--- config.mk ---
export PLATFORM = sky130hd
export DESIGN_NAME = judge_sequencer_flat
export DESIGN_NICKNAME = d
export VERILOG_FILES = /design/src/rtl/judge_sequencer_if.sv /design/src/rtl/judge_sequencer.sv /design/src/flat_wrapper.sv
export SDC_FILE = /design/constraint.sdc
export NUM_CORES = 1
export LEC_CHECK = 0
export CAP_MARGIN = 30
export CORE_ASPECT_RATIO = 0.7
export CORE_MARGIN = 10
export CORE_UTILIZATION = 52
export CTS_CLUSTER_DIAMETER = 60
export DETAILED_ROUTE_END_ITERATION = 6
export PLACE_DENSITY_LB_ADDON = 0.2
export SETUP_SLACK_MARGIN = 0.02
export SLEW_MARGIN = 20
export SYNTH_ARGS = -nofsm -noshare
export SYNTH_HDL_FRONTEND = slang
export SYNTH_SLANG_ARGS = --single-unit
--- constraint.sdc ---
create_clock -name Clk -period 5.8 [get_ports Clk]
set_clock_uncertainty 0.2 [all_clocks]
set_input_delay 1.16 -clock Clk [delete_from_list [all_inputs] [get_ports Clk]]
set_output_delay 1.16 -clock Clk [all_outputs]
set_load 0.005 [all_outputs]
--- src/rtl/judge_sequencer_if.sv ---
// Lane/keyboard inputs and popup/score outputs of the judge sequencer.
// Driver side (movers, keyboard, renderer model) uses master; judge_sequencer uses slave.
interface judge_sequencer_if;
    logic        vs;
    logic [7:0]  keycode;
    logic [3:0]  arrow_valid;
    logic [39:0] arrow_y;
    logic [3:0]  lane_clear;
    logic [3:0]  pop_sprite_id;
    logic [9:0]  pop_x;
    logic [9:0]  pop_y;
    logic        pop_visible;
    logic [15:0] score;
    logic [7:0]  combo;
    logic        busy;

    modport master (
        output vs, keycode, arrow_valid, arrow_y,
        input  lane_clear, pop_sprite_id, pop_x, pop_y, pop_visible, score, combo, busy
    );

    modport slave (
        input  vs, keycode, arrow_valid, arrow_y,
        output lane_clear, pop_sprite_id, pop_x, pop_y, pop_visible, score, combo, busy
    );
endinterface

--- src/rtl/judge_sequencer.sv ---
// Per-frame arrow judgement: scans four lanes round-robin after each vs tick, grades hit/miss,
// owns the popup slot, keeps score/combo. Optional GREAT grading under `JUDGE_GREAT_EN`.
module judge_sequencer #(
    parameter int unsigned WIN_LO      = 16,
    parameter int unsigned WIN_HI      = 56,
    parameter int unsigned HOLD_FRAMES = 30,
    parameter int unsigned HIT_PTS     = 100,
    parameter logic [9:0]  POP_X       = 10'h140,
    parameter logic [9:0]  POP_Y       = 10'hF0
) (
    input logic              Clk,
    input logic              Reset_n,
    judge_sequencer_if.slave bus
);
    typedef enum logic [1:0] {IDLE, SCAN, DONE} state_t;

    localparam logic [9:0] WIN_LO_V = 10'(WIN_LO);
    localparam logic [9:0] WIN_HI_V = 10'(WIN_HI);

    state_t      state_q, state_d;
    logic        vs_q, vs_qq;
    logic [1:0]  k_q, k_d, rr_ptr_q, rr_ptr_d;
    logic [7:0]  key_s_q, key_s_d, key_prev_q, key_prev_d;
    logic [7:0]  hold_cnt_q, hold_cnt_d, combo_q, combo_d;
    logic        tick_pend_q, tick_pend_d, loaded_q, loaded_d;
    logic        pop_visible_q, pop_visible_d;
    logic [3:0]  lane_clear_q, lane_clear_d, pop_id_q, pop_id_d;
    logic [15:0] score_q, score_d;

    logic        tick, valid, hit, miss, great;
    logic [1:0]  lane;
    logic [5:0]  y_base;
    logic [9:0]  lane_y;
    logic [16:0] pts, sum;

    function automatic logic [7:0] lane_key(input logic [1:0] l);
        case (l)
            2'd0:    lane_key = 8'h1A;
            2'd1:    lane_key = 8'h04;
            2'd2:    lane_key = 8'h16;
            default: lane_key = 8'h07;
        endcase
    endfunction

    always_comb begin
        tick   = vs_q & ~vs_qq;
        lane   = rr_ptr_q + k_q;
        y_base = {4'd0, lane} * 6'd10;
        lane_y = bus.arrow_y[y_base +: 10];
        valid  = bus.arrow_valid[lane];
        // key_s != key_prev makes a held key grade only on the frame it was pressed
        hit    = valid && (lane_y > WIN_LO_V) && (lane_y < WIN_HI_V)
                 && (key_s_q == lane_key(lane)) && (key_s_q != key_prev_q);
        miss   = valid && (lane_y >= WIN_HI_V);
`ifdef JUDGE_GREAT_EN
        great  = hit && (lane_y >= 10'd32) && (lane_y <= 10'd40);
`else
        great  = 1'b0;
`endif
        pts    = great ? 17'(2 * HIT_PTS) : 17'(HIT_PTS);
        sum    = {1'b0, score_q} + pts;
    end

    always_comb begin
        state_d       = state_q;
        k_d           = k_q;
        rr_ptr_d      = rr_ptr_q;
        key_s_d       = key_s_q;
        key_prev_d    = key_prev_q;
        hold_cnt_d    = hold_cnt_q;
        combo_d       = combo_q;
        tick_pend_d   = tick_pend_q;
        loaded_d      = loaded_q;
        pop_visible_d = pop_visible_q;
        lane_clear_d  = '0;
        pop_id_d      = pop_id_q;
        score_d       = score_q;
        case (state_q)
            IDLE: begin
                if (tick || tick_pend_q) begin
                    state_d     = SCAN;
                    tick_pend_d = 1'b0;
                    k_d         = '0;
                    key_s_d     = bus.keycode;
                    loaded_d    = 1'b0;
                end
            end
            SCAN: begin
                if (tick) tick_pend_d = 1'b1;
                if (hit || miss) begin
                    lane_clear_d[lane] = 1'b1;
                    if (!loaded_q) begin
                        pop_id_d      = hit ? (great ? 4'hA : 4'h8) : 4'h9;
                        hold_cnt_d    = 8'(HOLD_FRAMES);
                        pop_visible_d = 1'b1;
                        loaded_d      = 1'b1;
                    end
                end
                if (hit) begin
                    score_d = sum[16] ? 16'hFFFF : sum[15:0];
                    combo_d = (combo_q == 8'hFF) ? 8'hFF : combo_q + 8'd1;
                end else if (miss) begin
                    combo_d = '0;
                end
                k_d = k_q + 2'd1;
                if (k_q == 2'd3) state_d = DONE;
            end
            DONE: begin
                if (tick) tick_pend_d = 1'b1;
                key_prev_d = key_s_q;
                rr_ptr_d   = rr_ptr_q + 2'd1;
                if (!loaded_q && hold_cnt_q != '0) begin
                    hold_cnt_d = hold_cnt_q - 8'd1;
                    if (hold_cnt_q == 8'd1) pop_visible_d = 1'b0;
                end
                state_d = IDLE;
            end
            default: state_d = IDLE;
        endcase
    end

    always_ff @(posedge Clk or negedge Reset_n) begin
        if (!Reset_n) begin
            state_q       <= IDLE;
            vs_q          <= 1'b0;
            vs_qq         <= 1'b0;
            k_q           <= '0;
            rr_ptr_q      <= '0;
            key_s_q       <= '0;
            key_prev_q    <= '0;
            hold_cnt_q    <= '0;
            combo_q       <= '0;
            tick_pend_q   <= 1'b0;
            loaded_q      <= 1'b0;
            pop_visible_q <= 1'b0;
            lane_clear_q  <= '0;
            pop_id_q      <= '0;
            score_q       <= '0;
        end else begin
            state_q       <= state_d;
            vs_q          <= bus.vs;
            vs_qq         <= vs_q;
            k_q           <= k_d;
            rr_ptr_q      <= rr_ptr_d;
            key_s_q       <= key_s_d;
            key_prev_q    <= key_prev_d;
            hold_cnt_q    <= hold_cnt_d;
            combo_q       <= combo_d;
            tick_pend_q   <= tick_pend_d;
            loaded_q      <= loaded_d;
            pop_visible_q <= pop_visible_d;
            lane_clear_q  <= lane_clear_d;
            pop_id_q      <= pop_id_d;
            score_q       <= score_d;
        end
    end

    assign bus.lane_clear    = lane_clear_q;
    assign bus.pop_sprite_id = pop_id_q;
    assign bus.pop_x         = POP_X;
    assign bus.pop_y         = POP_Y;
    assign bus.pop_visible   = pop_visible_q;
    assign bus.score         = score_q;
    assign bus.combo         = combo_q;
    assign bus.busy          = (state_q != IDLE);
endmodule
--- src/flat_wrapper.sv ---
// flat-port wrapper written by rule: the top's interface ports become plain ports
module judge_sequencer_flat 
#(
    parameter int unsigned WIN_LO      = 16,
    parameter int unsigned WIN_HI      = 56,
    parameter int unsigned HOLD_FRAMES = 30,
    parameter int unsigned HIT_PTS     = 100,
    parameter logic [9:0]  POP_X       = 10'h140,
    parameter logic [9:0]  POP_Y       = 10'hF0
)
  (Clk, Reset_n, bus_vs, bus_keycode, bus_arrow_valid, bus_arrow_y, bus_lane_clear, bus_pop_sprite_id, bus_pop_x, bus_pop_y, bus_pop_visible, bus_score, bus_combo, bus_busy);
  judge_sequencer_if bus_i ();
  input logic Clk;
  input logic Reset_n;
  input wire logic [$bits(bus_i.vs)-1:0] bus_vs;
  input wire logic [$bits(bus_i.keycode)-1:0] bus_keycode;
  input wire logic [$bits(bus_i.arrow_valid)-1:0] bus_arrow_valid;
  input wire logic [$bits(bus_i.arrow_y)-1:0] bus_arrow_y;
  output wire logic [$bits(bus_i.lane_clear)-1:0] bus_lane_clear;
  output wire logic [$bits(bus_i.pop_sprite_id)-1:0] bus_pop_sprite_id;
  output wire logic [$bits(bus_i.pop_x)-1:0] bus_pop_x;
  output wire logic [$bits(bus_i.pop_y)-1:0] bus_pop_y;
  output wire logic [$bits(bus_i.pop_visible)-1:0] bus_pop_visible;
  output wire logic [$bits(bus_i.score)-1:0] bus_score;
  output wire logic [$bits(bus_i.combo)-1:0] bus_combo;
  output wire logic [$bits(bus_i.busy)-1:0] bus_busy;
  assign bus_i.vs = bus_vs;
  assign bus_i.keycode = bus_keycode;
  assign bus_i.arrow_valid = bus_arrow_valid;
  assign bus_i.arrow_y = bus_arrow_y;
  assign bus_lane_clear = bus_i.lane_clear;
  assign bus_pop_sprite_id = bus_i.pop_sprite_id;
  assign bus_pop_x = bus_i.pop_x;
  assign bus_pop_y = bus_i.pop_y;
  assign bus_pop_visible = bus_i.pop_visible;
  assign bus_score = bus_i.score;
  assign bus_combo = bus_i.combo;
  assign bus_busy = bus_i.busy;
  judge_sequencer #(.WIN_LO(WIN_LO), .WIN_HI(WIN_HI), .HOLD_FRAMES(HOLD_FRAMES), .HIT_PTS(HIT_PTS), .POP_X(POP_X), .POP_Y(POP_Y)) u_core (.Clk(Clk), .Reset_n(Reset_n), .bus(bus_i));
endmodule
==> results of run 1 <==
## power by group through the flow
| stage | Sequential [W] | Clock, W | Combinational, W |
|---|---|---|---|
| after global placement | 0.000646 | 0 | 0.000856 |
| after global routing | 0.000662 | 0.000368 | 0.000972 |
| after floorplan | 0.000632 | 0 | 0.000639 |
| final | 0.000648 | 0.000340 | 0.000887 |
| after detailed placement | 0.000653 | 0 | 0.000875 |
| after CTS | 0.000646 | 0.000347 | 0.000879 |
## final cells by class
| type | instances | share of cell area |
|---|---|---|
| clock buffer | 12 | 0.0319 |
| clock inverter | 3 | 0.00360 |
| inverter | 20 | 0.0154 |
| multi-input combinational | 291 | 0.415 |
| sequential | 64 | 0.329 |
| tap | 98 | 0.0252 |
| timing repair buffer | 88 | 0.179 |
## cells by family after synthesis
logic type               Yosys count  synth area share
buffers and inverters             58            0.0800
multiplexers                      27            0.0862
AND/OR/NAND/NOR                  133             0.191
flip-flops                        64             0.416
other                              2           0.00195
AO/OA/AOI/OAI                     86             0.155
XOR/XNOR                          13            0.0374
adder cells (fa/ha/maj)           10            0.0325
## cells in the final DEF, fill, tap and decap left out, types with 5 or more instances in the layout
| cell type | netlist | routed |
|---|---|---|
| xnor2_1 | 10 | 10 |
| ha_1 | 10 | 10 |
| clkbuf_8 | 0 | 11 |
| o211ai_1 | 5 | 5 |
| conb_1 | 2 | 22 |
| a21oi_1 | 20 | 20 |
| a22o_1 | 6 | 6 |
| mux2_2 | 21 | 21 |
| clkdlybuf4s50_1 | 0 | 85 |
| nand2b_1 | 9 | 9 |
| o21ai_0 | 9 | 9 |
| nand3_1 | 20 | 20 |
| nor3_1 | 18 | 17 |
| nor2_1 | 10 | 10 |
| nand2_1 | 21 | 21 |
| inv_1 | 20 | 20 |
| a211oi_1 | 6 | 6 |
| nand4_1 | 11 | 11 |
| nor2b_1 | 5 | 5 |
| and3_1 | 15 | 15 |
| dfrtp_1 | 64 | 64 |
| a31oi_1 | 14 | 14 |
## routing by layer
layer / global-route usage / part of all wire / up-vias
met5: 0 / 0 / -
met4: 0.0352 / 0.0063 / 0
met3: 0.0857 / 0.10 / 7
met2: 0.259 / 0.44 / 131
met1: 0.232 / 0.45 / 1610
li1: - / - / 1580
## registers in the layout (all words and copies together) (netlist names), 2 cells and up
signal                    cells
u_core.key_s_q                8
u_core.rr_ptr_q               2
u_core.bus.combo              8
u_core.bus.score             15
u_core.key_prev_q             8
u_core.k_q                    2
u_core.hold_cnt_q             8
u_core.state_q                2
u_core.bus.lane_clear         4
u_core.bus.pop_sprite_id      2
## worst max path at each step
| stage | startpoint | end | slack, ns | cells past startpoint |
|---|---|---|---|---|
| 4_1_cts | bus_arrow_y[0] | u_core.hold_cnt_q[1] | 2.08 | 7 |
| 5_1_grt | u_core.k_q[0] | u_core.bus.score[0] | 1.81 | 7 |
| 2_1_floorplan | bus_arrow_y[30] | u_core.bus.pop_visible | 2.35 | 6 |
| 3_3_place_gp | bus_arrow_y[0] | u_core.hold_cnt_q[1] | 1.81 | 7 |
| 6_report | bus_arrow_y[0] | u_core.hold_cnt_q[1] | 2.05 | 7 |
| 3_5_place_dp | bus_arrow_y[0] | u_core.hold_cnt_q[1] | 1.72 | 7 |
## worst reg2reg max path: cells and delay by family, from the launching register on
kind	cells	cell delay, ns
AOI/OAI and AO/OA	2	0.52
xor gates and xnor gates	1	0.15
adders and majority gates	1	0.83
DFF	1	0.43
and+or+nand+nor	3	1.53
## metrics by stage
step	hold slack (ns)	power [W]	util
6_report	0.204	0.00187	0.670
5_1_grt	0.215	0.00200	0.670
4_1_cts	0.204	0.00187	0.670
3_5_place_dp	0.169	0.00153	0.646
3_3_place_gp	0.169	0.00150	0.646
2_1_floorplan	0.154	0.00127	-
==> impl_metrics.env, run 1 <==
export IMPL_area_sequential_mm2=0.00160
export IMPL_end_kind="register"
export IMPL_required_ns=5.82
export IMPL_synth_most_common_cell="dfrtp_1"
export IMPL_drt_wl_total_um=10100
export IMPL_seqPwrFrac=0.346
export IMPL_vias_per_cell=5.78
export IMPL_min_from="u_core.vs_q"
export IMPL_yosysTopAreaCell="dfrtp_1"
export IMPL_final_antenna_net_count=0
export IMPL_fin_ws_ns=2.05
export IMPL_status="completed"
export IMPL_r2r_setup_slack_ns=2.08
export IMPL_reg2reg_from="u_core.k_q[0]"
export IMPL_peakVddDrop_uv=207
export IMPL_cp_common_cell="or3_1"
export IMPL_fp_row_count=26
export IMPL_crit_family="multiplexers"
export IMPL_grt_pass1_wl_um=16200
export IMPL_port_buffers=86
export IMPL_r2r_end="u_core.bus.score[0]"
export IMPL_leakagePower_nw=2.08
export IMPL_drc_errors=0
export IMPL_worst_pin_slew_ns=0.958
export IMPL_syn_to_final_growth_pct=26.3
export IMPL_grt_pass1_vias=3228
export IMPL_synth_edff_count=0
export IMPL_synth_async_sr_flop_share=1.00
export IMPL_p_switching_w=0.000745
export IMPL_netlist_top_cells_area="dfrtp_1 (42%), mux2_2 (6.1%), buf_4 (4.5%), ha_1 (3.3%), a21oi_1 (2.6%)"
export IMPL_setup_viol=0
export IMPL_synth_area_mm2=0.00385
export IMPL_cp_cell_sequence="clkdlybuf4s50_1, or3_1, mux4_2, or3_1, o2111ai_1, a21boi_2, mux2_1"
export IMPL_critPathBufInv=1
export IMPL_initial_core_util=0.530
export IMPL_firstDrtPassIters=4
export IMPL_worstHoldPathType="register to register"
export IMPL_core_area_mm2=0.00725
export IMPL_cp_max_fo=5
export IMPL_path_class="input pin to register"
export IMPL_slew_headroom=0.357
export IMPL_track_usage=0.177
export IMPL_slowest_delay_ns=0.47
export IMPL_grt_overflow_total=0
export IMPL_wl_per_cell_um=17.5
export IMPL_ys_seq_elements=64
export IMPL_dpl_cell_count=561
export IMPL_swShare=0.397
export IMPL_cts_inserted_buffers=9
export IMPL_p_int_w=0.00113
export IMPL_slowest_stage="mux4_2"
export IMPL_cts_root_buf="clkbuf_8"
export IMPL_r2r_cells=7
export IMPL_fin_cells=576
export IMPL_powerDensity_mw_per_mm2=386
export IMPL_netlist_cell_type_count=59
export IMPL_clockPowerShare=0.181
export IMPL_n_antenna_cell=0
export IMPL_final_area_mm2=0.00486
export IMPL_gp_congestion=0.837
export IMPL_cts_setup_buffers=0
export IMPL_yosysSeqAreaShare=0.416
export IMPL_pin_count=109
export IMPL_h_tree_depth=3
export IMPL_power_frac_comb=0.473
export IMPL_cap_violations=0
export IMPL_dpl_cell_area_mm2=0.00469
export IMPL_die_h_um=92.0
export IMPL_routed_via_count=3328
export IMPL_grt_max_degree=65
export IMPL_finalWorstPathRequiredPeriod_ns=3.75
export IMPL_yosysWarnings=0
export IMPL_worstHoldPathCells=0
export IMPL_hold_viol=0
export IMPL_die_area_mm2=0.0113
export IMPL_clock_path_buffers=2
export IMPL_drv_slew=0
export IMPL_finalCritPeriodShare=0.646
export IMPL_synth_ff_type="dfrtp_1"
export IMPL_grt_setup_unrepaired="no"
export IMPL_crit_arrival_ns=3.77
export IMPL_cp_start_kind="input pin"
export IMPL_ctsHoldBuffers=0
export IMPL_n_fill_cell=581
export IMPL_cts_sinks=64
export IMPL_drive_gt1_frac=0.103
export IMPL_fmax_ghz=0.267
export IMPL_final_nets=539
export IMPL_antenna_found_initial=0
export IMPL_synth_commonest_cells="dfrtp_1 (64), buf_4 (23), mux2_2 (21), nand2_1 (21)"
export IMPL_multi_input_area_mm2=0.00202
export IMPL_synth_top_area_share=0.416
export IMPL_cts_resized=0
export IMPL_postSynthCellCount=393
export IMPL_avgSynthCellArea_um2=9.79
export IMPL_dp_hpwl_um=7540
export IMPL_timing_setup_tns_ns=0
export IMPL_dp_worst_setup_slack_ns=1.72
export IMPL_clk_pin_slew_ns=0.06
export IMPL_drtIter0Drc=206
export IMPL_hold_end="u_core.vs_qq"
export IMPL_die_w_um=123
export IMPL_insertion_delay_ns=0.34
export IMPL_tritoncts="yes"
Power figures use the tool's default switching activity.
==> run 2: changes to the inputs <==
CORE_UTILIZATION = 48   (was 52)
clock period = 3.8 ns   (was 5.8 ns; I/O delays follow)
==> impl_metrics.env, run 2 (synthesis gave the netlist of run 1 again) <==
export IMPL_drc_errors=0
export IMPL_die_h_um=94.9
export IMPL_slowest_delay_ns=0.47
export IMPL_whs_ns=0.132
export IMPL_die_area_mm2=0.0121
export IMPL_dpl_cell_count=575
export IMPL_firstDrtPassIters=4
export IMPL_dpl_cell_area_mm2=0.00479
export IMPL_final_common_cell="clkdlybuf4s50_1"
export IMPL_vias_per_cell=5.66
export IMPL_clock_path_buffers=2
export IMPL_peakVddDrop_uv=587
export IMPL_drt_wl_total_um=10500
export IMPL_end_kind="register"
export IMPL_finalWorstPathRequiredPeriod_ns=3.25
export IMPL_grt_pass1_wl_um=16900
export IMPL_h_tree_depth=3
export IMPL_final_antenna_net_count=0
export IMPL_tritoncts="yes"
export IMPL_grt_max_degree=30
export IMPL_setup_viol=0
export IMPL_cts_root_buf="clkbuf_16"
export IMPL_port_buffers=86
export IMPL_slew_headroom=0.522
export IMPL_hold_viol=0
export IMPL_status="completed"
export IMPL_slowest_stage="mux4_2"
export IMPL_drtIter0Drc=223
export IMPL_cp_common_cell="or3_1"
export IMPL_pin_count=109
export IMPL_cp_cell_sequence="clkdlybuf4s50_1, or3_1, mux4_2, or3_1, o2111a_2, o221a_1, mux2_4"
export IMPL_cp_startpoint="bus_arrow_y[21]"
export IMPL_crit_arrival_ns=3.27
export IMPL_clk_pin_slew_ns=0.06
export IMPL_drive_gt1_frac=0.124
export IMPL_core_area_mm2=0.00784
export IMPL_n_fill_cell=649
export IMPL_required_ns=3.81
export IMPL_path_class="input pin to register"
export IMPL_dp_hpwl_um=8230
export IMPL_reg2reg_from="u_core.k_q[0]"
export IMPL_final_area_mm2=0.00509
export IMPL_grt_pass1_vias=3378
export IMPL_cts_inserted_buffers=9
export IMPL_n_antenna_cell=0
export IMPL_cts_setup_buffers=0
export IMPL_cts_resized=0
export IMPL_die_w_um=127
export IMPL_grt_overflow_total=0
export IMPL_cts_sinks=64
export IMPL_powerDensity_mw_per_mm2=643
export IMPL_cp_max_fo=9
export IMPL_layout_common_cells="clkdlybuf4s50_1 (85), dfrtp_1 (64), conb_1 (22), nand2_1 (21), mux2_2 (21)"
export IMPL_wl_per_cell_um=17.8
export IMPL_cap_violations=0
export IMPL_syn_to_final_growth_pct=32.2
export IMPL_largest_reg_flops=15
export IMPL_fin_cells=591
export IMPL_fmax_ghz=0.307
export IMPL_ctsHoldBuffers=0
export IMPL_track_usage=0.173
export IMPL_cp_start_kind="input pin"
export IMPL_worst_pin_slew_ns=0.717
export IMPL_gp_congestion=0.864
export IMPL_insertion_delay_ns=0.33
export IMPL_initial_core_util=0.491
export IMPL_drv_slew=0
export IMPL_dp_worst_setup_slack_ns=0.201
export IMPL_crit_family="multiplexers"
export IMPL_routed_via_count=3344
export IMPL_antenna_found_initial=0
export IMPL_grt_setup_unrepaired="no"
export IMPL_fin_ws_ns=0.546
export IMPL_leakagePower_nw=2.20
export IMPL_fp_row_count=27
export IMPL_finalCritPeriodShare=0.856
export IMPL_final_nets=550
export IMPL_timing_setup_tns_ns=0
export IMPL_critPathBufInv=1
export IMPL_worstHoldPathType="input pin to asynchronous set/reset pin"
run 2: changes by cell type in the layout (fill, tap and decap cells not counted), sizes merged:
cell	change
clkbuf	-1
clkinv	+1
buf	+11
bufinv	+1
run 2: worst register-to-register path, cell delays in order (launching register included):
cell and delay (ns):
dfrtp_1 0.42, ha_1 0.77, nor4bb_1 0.31, a211oi_1 0.13, or3_1 0.41, o2111a_2 0.34
o221a_1 0.27, mux2_4 0.30
run 2: layout make-up:
class                   instances  area [µm²]  area share
multi-input cells             291        2020       0.397
flip-flops and latches         64        1600       0.315
repair buffers                 99         966       0.190
clock buffers                  11         243      0.0477
well taps                     101         126      0.0248
inverters                      20        75.1      0.0148
clock inverters                 5        56.3      0.0111
run 2: where the power goes:
group	switching, W	total [W]	internal [W]	leakage (nW)
combinational	0.000778	0.00145	0.000675	1.24
sequential	0.000150	0.000993	0.000843	0.812
clock	0.000300	0.000824	0.000524	0.145
total	0.00123	0.00327	0.00204	2.20
run 2: worst paths after layout:
| path | endpoint | slack (ns) | cells past startpoint |
|---|---|---|---|
| max in group asynchronous | u_core.bus.score[0] | 2.54 | 2 |
| min in group Clk | u_core.vs_qq | 0.18 | 0 |
| worst max-delay path | u_core.bus.pop_visible | 0.55 | 7 |
| worst max register to register | u_core.bus.pop_visible | 0.55 | 7 |
| worst min-delay path | u_core.state_q[0] | 0.13 | 1 |
| worst min register to register | u_core.vs_qq | 0.18 | 0 |
run 2: stage by stage:
stage / utilization / total power, W
floorplan: - / 0.00194
global placement: 0.611 / 0.00242
detailed placement: 0.611 / 0.00245
CTS: 0.649 / 0.00329
global route: 0.649 / 0.00348
finish: 0.649 / 0.00327
run 2: layer usage:
metal / vias to the layer above / track usage / share of wire
li1: 1601 / - / -
met1: 1606 / 0.229 / 0.47
met2: 129 / 0.255 / 0.43
met3: 8 / 0.0722 / 0.092
met4: 0 / 0.0454 / 0.011
met5: - / 0 / 0
